===== config.mk =====
export PLATFORM = sky130hd
export DESIGN_NAME = hex_counter_n
export DESIGN_NICKNAME = d
export VERILOG_FILES = /design/src/rtl/hex_counter_n.sv
export SDC_FILE = /design/constraint.sdc
export NUM_CORES = 1
export LEC_CHECK = 0
export ABC_AREA = 1
export CORE_ASPECT_RATIO = 1.1
export CORE_MARGIN = 2
export CORE_UTILIZATION = 55
export CTS_CLUSTER_SIZE = 20
export DETAILED_ROUTE_END_ITERATION = 10
export PLACE_DENSITY = 0.92
export SLEW_MARGIN = 20
export SYNTH_ARGS = -nofsm -noshare
export SYNTH_HDL_FRONTEND = slang
export SYNTH_SLANG_ARGS = --single-unit

===== constraint.sdc =====
create_clock -name KEY -period 2.5 [get_ports KEY]
set_input_delay 0.375 -clock KEY [delete_from_list [all_inputs] [get_ports KEY]]
set_output_delay 0.375 -clock KEY [all_outputs]
set_load 0.02 [all_outputs]

===== src/rtl/hex_counter_n.sv =====
// Multi-digit cascaded counter in a configurable radix with up/down, hold, preset
// load, wrap/zero flags and seven-segment decode with optional leading-zero blanking.
module hex_counter_n #(
  parameter int          DIGITS   = 4,
  parameter int          RADIX    = 16,
  parameter logic [31:0] PRESET   = 32'h0,
  parameter int          BLANK_LZ = 0
) (
  input  logic [2:0]          KEY,
  input  logic [3:0]          SW,
  output logic [8*DIGITS-1:0] HEX,
  output logic [1:0]          LEDR
);

  localparam logic [3:0] DMAX = 4'(RADIX - 1);

  logic       clk;
  logic       rst;
  logic       dir_down;
  logic       hold;
  logic       load;
  logic       unused_key;

  assign clk        = KEY[2];
  assign unused_key = ^KEY[1:0];
  assign rst        = SW[0];
  assign dir_down   = SW[1];
  assign hold       = SW[2];
  assign load       = SW[3];

  logic [3:0] digits_q [DIGITS];
  logic [3:0] digits_d [DIGITS];
  logic       wrap_q;
  logic       wrap_d;
  logic       carry;
  logic [3:0] pdig;

  function automatic logic [7:0] seg7(input logic [3:0] v);
    logic [7:0] s;
    case (v)
      4'h0:    s = 8'hC0;
      4'h1:    s = 8'hF9;
      4'h2:    s = 8'hA4;
      4'h3:    s = 8'hB0;
      4'h4:    s = 8'h99;
      4'h5:    s = 8'h92;
      4'h6:    s = 8'h82;
      4'h7:    s = 8'hF8;
      4'h8:    s = 8'h80;
      4'h9:    s = 8'h90;
      4'hA:    s = 8'h88;
      4'hB:    s = 8'h83;
      4'hC:    s = 8'hC6;
      4'hD:    s = 8'hA1;
      4'hE:    s = 8'h86;
      4'hF:    s = 8'h8E;
      default: s = 8'hFF;
    endcase
    return s;
  endfunction

  // carry doubles as borrow; it survives the loop only if every digit rolled over
  always_comb begin
    wrap_d = 1'b0;
    carry  = 1'b1;
    pdig   = 4'h0;
    for (int i = 0; i < DIGITS; i++) begin
      digits_d[i] = digits_q[i];
    end
    if (load) begin
      for (int i = 0; i < DIGITS; i++) begin
        pdig        = PRESET[4*i +: 4];
        digits_d[i] = (pdig > DMAX) ? DMAX : pdig;
      end
    end else if (!hold) begin
      for (int i = 0; i < DIGITS; i++) begin
        if (carry) begin
          if (dir_down) begin
            if (digits_q[i] == 4'h0) begin
              digits_d[i] = DMAX;
            end else begin
              digits_d[i] = digits_q[i] - 4'h1;
              carry       = 1'b0;
            end
          end else begin
            if (digits_q[i] == DMAX) begin
              digits_d[i] = 4'h0;
            end else begin
              digits_d[i] = digits_q[i] + 4'h1;
              carry       = 1'b0;
            end
          end
        end
      end
      wrap_d = carry;
    end
  end

  always_ff @(posedge clk) begin
    if (rst) begin
      for (int i = 0; i < DIGITS; i++) begin
        digits_q[i] <= 4'h0;
      end
      wrap_q <= 1'b0;
    end else begin
      for (int i = 0; i < DIGITS; i++) begin
        digits_q[i] <= digits_d[i];
      end
      wrap_q <= wrap_d;
    end
  end

  // lz[i] is set when digit i and every digit above it are zero
  logic [DIGITS-1:0] lz;

  always_comb begin
    lz               = '0;
    lz[DIGITS-1]     = (digits_q[DIGITS-1] == 4'h0);
    for (int i = DIGITS - 2; i >= 0; i--) begin
      lz[i] = lz[i+1] && (digits_q[i] == 4'h0);
    end
  end

  always_comb begin
    HEX = '1;
    for (int i = 0; i < DIGITS; i++) begin
      if ((BLANK_LZ != 0) && (i > 0) && lz[i]) begin
        HEX[8*i +: 8] = 8'hFF;
      end else begin
        HEX[8*i +: 8] = seg7(digits_q[i]);
      end
    end
  end

  assign LEDR = {lz[0], wrap_q};

endmodule


After elaboration in Yosys (flattened, before gate mapping)
Memory sizes are Yosys's and may differ from the RTL's.
Cells that the tools add are included.
{"block": "word_totals", "memories": 5, "register_bits": 1, "rom_bits": 448, "ramBits": 16, "input_bits": 7, "word_cells": 75}
{"name": "(name not given)", "depth": 16, "word_bits": 7, "rd": 1, "rd_clocked_by_memory_dff": 0, "wr": 0, "line": "40", "rtl": "case (v)"}
{"name": "(name not given)", "depth": 16, "word_bits": 7, "rd": 1, "rd_clocked_by_memory_dff": 0, "wr": 0, "line": "40"}
{"name": "(name not given)", "depth": 16, "word_bits": 7, "rd": 1, "rd_clocked_by_memory_dff": 0, "wr": 0, "line": "40"}
{"name": "(name not given)", "depth": 16, "word_bits": 7, "rd": 1, "rd_clocked_by_memory_dff": 0, "wr": 0, "line": "40"}
{"name": "digits_q", "depth": 4, "word_bits": 4, "rd": 4, "rd_clocked_by_memory_dff": 0, "wr": 4, "line": "31", "rtl": "logic [3:0] digits_q [DIGITS];"}
{"block": "op_classes", "addsub": 8, "bitwise_logic": 5, "n_mux": 44, "reduce_logical": 8, "eq_ne": 4}
{"operator": "two-way mux 4 bit", "count": 19}
{"operator": "two-way mux 16 bit", "count": 2}
{"operator": "two-way mux 1 bit", "count": 23}
{"operator": "adder 4 x 1 -> 4 bit (second input constant)", "count": 4}
{"operator": "== test 4 bit (second input constant)", "count": 4}
{"operator": "logical NOT 4 bit", "count": 4}
{"operator": "subtractor 4 x 1 -> 4 bit (second input constant)", "count": 4}
{"operator": "OR 1 bit", "count": 4}
{"operator": "OR reduction 4 bit", "count": 1}
{"operator": "logical AND 1 bit", "count": 3}
{"operator": "inverter 1 bit", "count": 1}

Depth between registers and ports, before layout
An unclocked memory read counts as a cell.
{"block": "depth", "ltp_word": 16, "mapped_depth": 10, "ltp_nobuf": 10}

Least setup slack after synthesis
Ideal clock, no wire load.
{"block": "synth_path", "path_kind": "register -> output", "startpoint": "memory digits_q[0][0]", "endpoint": "output LEDR[1]", "stages_incl_launch_ff": 5, "t_required_ns": 2.125, "n_path_buf": 0, "setup_slack_ns": 0.602, "t_arrival_ns": 1.523, "path_cell_list": "dfxtp_1 inv_1 ha_1 nand2_2 nor4_1"}
{"item": "from (decl)", "line": "31"}
{"item": "to (decl)", "line": "12", "rtl": "output logic [1:0] LEDR"}

==> results.json <==
{
  "leakagePower_nw": 1.18,
  "netlist_area_um2": 2140,
  "dpl_worst_slack_ns": 0.223,
  "start_util_pct": 58.0,
  "ys_ff_latch": 17,
  "rsz0062_at_grt": "false",
  "slowest_delay_ns": 0.64,
  "grt_usage_pct": 23.0,
  "dr_total_vias": 2307,
  "core-area_um2": 3680,
  "hold_viol": 0,
  "grt_pass1_vias": 2016,
  "finalPower_mw": 0.772,
  "io-pin-count": 41,
  "max_freq_ghz": 0.421,
  "drive_gt1_share_pct": 10.6,
  "placed_cell_area_um2": 2480,
  "fin_skew_ns": 0.00694,
  "fin_hold_ws_ns": 0.547,
  "hold_path.class": "reg2reg",
  "grt_pass1_wl_um": 8640,
  "multi_input_area_um2": 1520,
  "die_w_um": 63.4,
  "htreeDepth": 1,
  "power.density_nw_per_um2": 303,
  "viasPerCell": 5.52,
  "start_kind": "register",
  "crit_required_ns": 2.12,
  "hpwl_um": 3880,
  "ant_nets": 0,
  "cts.path.max_buffers": 2,
  "syn_area_per_cell_um2": 6.34,
  "setup_tns_ns": 0,
  "syn_inst": 337,
  "slew_violations": 0,
  "final_common_cell": "nand2_1",
  "postCtsSetupBuffers": 0,
  "drtIter0Drc": 313,
  "status": "finished, final reports clean",
  "crit_type": "reg2out",
  "worst_slack_ns": 0.125,
  "area_growth_pct": 19.1,
  "fin_crit_sh_pct": 95.0,
  "path_cells": "inv_1, ha_1, ha_1, o21ai_0, o21ai_0, clkdlybuf4s50_1",
  "final_cell_area_um2": 2550,
  "diodes": 0,
  "drc": 0,
  "wirelength_um": 5120,
  "crit_slowest_cell": "clkdlybuf4s50_1",
  "grt_max_degree": 17,
  "antenna_found_initial": 0,
  "synthTopCellsByArea": "dfxtp_1, ha_1, nand2_1",
  "finalWorstPathRequiredPeriod_ns": 2.38,
  "cts_buffers": 3,
  "ir_drop_mv": 0.251,
  "end_kind": "output port",
  "maxCapViolCount": 0,
  "synth_top_area_share_pct": 15.9,
  "fillCellCount": 339,
  "overflow": 0,
  "wire_per_inst_um": 12.2,
  "nNetsFinal": 400,
  "clock_latency_ns": 0.25,
  "crit_arrival_ns": 2.00,
  "setup_violations": 0,
  "ys_seq_area_share_pct": 15.9,
  "first_pass_iters": 7,
  "critical_path.max_fanout": 6,
  "clkTransAtPathRegs_ns": 0.06,
  "core.rowCount": 23,
  "synth_warnings": 0,
  "cts_sinks": 17,
  "worst-path-buf-inv": 2,
  "routabilityCongestion": 0.982,
  "cts-root-buf": "clkbuf_8",
  "synth_cell_type_count": 36,
  "critical-path-top-delay-family": "buffers and inverters",
  "cts_tree": "built",
  "die_h_um": 69.4,
  "seq_area_um2": 353,
  "synth_area_leader_cell": "dfxtp_1",
  "dieArea_um2": 4400,
  "portBuffers": 34,
  "mostFrequentLayoutCells": "nand2_1, nor2_1, inv_1"
}
-- report_power, final --
part           leakage [nW]  internal, mW  switching (mW)
registers             0.143         0.280          0.0185
logic                  1.02         0.106           0.165
clock network        0.0228         0.113          0.0890
total                  1.18         0.499           0.273
-- sequential cells by signal, summed over array words and instances (netlist names) --
signal and cells:
digits_q 16, wrap_q 1
-- routing by layer --
layer / global-route usage, % / share of wire, % / vias up
met5: 0 / 0 / -
met4: 7.00 / 1.5 / 0
met3: 2.27 / 5.6 / 11
met2: 38.9 / 49 / 98
met1: 30.6 / 44 / 1026
li1: - / - / 1172
-- final cells by class --
type	instances	area share, %
clock buffer	4	1.77
inverter	40	6.00
multi-input combinational	265	59.8
sequential	17	13.9
tap	50	2.46
timing repair buffer	42	16.2
-- synthesized netlist by cell type (all sizes together) --
library cell,instances
buf,18
o22ai,4
conb,1
xor2,3
nand4,1
inv,39
nor4,1
nand2,82
ha,24
or2,1
nor3,3
a21oi,18
a21boi,1
nor2,42
nand3,23
o211ai,8
a211oi,1
clkinv,1
o21ai,38
o2111ai,1
o221ai,5
dfxtp,17
a31oi,5
-- worst reg2reg max path, stage by stage, from the launching register on --
cell and delay (ns):
dfxtp_2 0.35, inv_1 0.16, ha_1 0.26, nand2_1 0.15, nand2_2 0.13, nand2_4 0.06, inv_2 0.07, nand2_1 0.12
nor3_1 0.18, nor2_1 0.06
-- metrics by stage --
step                      std cells  util [%]
after CTS                       418      68.4
after global routing            418      69.1
after floorplan                 340         -
after detailed placement        414      67.3
final                           418      69.1
after global placement          414      67.3
-- final timing paths --
| kind | slack (ns) | cells past startpoint | end | start |
|---|---|---|---|---|
| worst min register to register | 0.55 | 2 | digits_q[1][0] | digits_q[1][0] |
| worst min-delay path | 0.55 | 2 | digits_q[1][0] | digits_q[1][0] |
| worst max-delay path | 0.12 | 6 | HEX[16] | digits_q[2][0] |
| worst max register to register | 0.85 | 9 | digits_q[2][1] | digits_q[1][0] |
-- cells by family (layout without fill, tap and decap cells) --
family          after synthesis  after routing  share of synthesized area [%]
compound gates               81             81                           22.1
other cells                   1              4                          0.175
simple gates                153            153                           33.1
xor+xnor                      3              3                           1.23
buf+inv                      58             86                           13.4
fa+ha+maj                    24             24                           14.1
flops                        17             17                           15.9
-- what timing repair did --
item | 4_1_cts | 5_1_grt
gates resized for setup | 5 | 14
hold buffers | 0 | 0
endpoints found under the setup margin | 4 | 15
No activity file was read; power rests on OpenSTA's default activity.
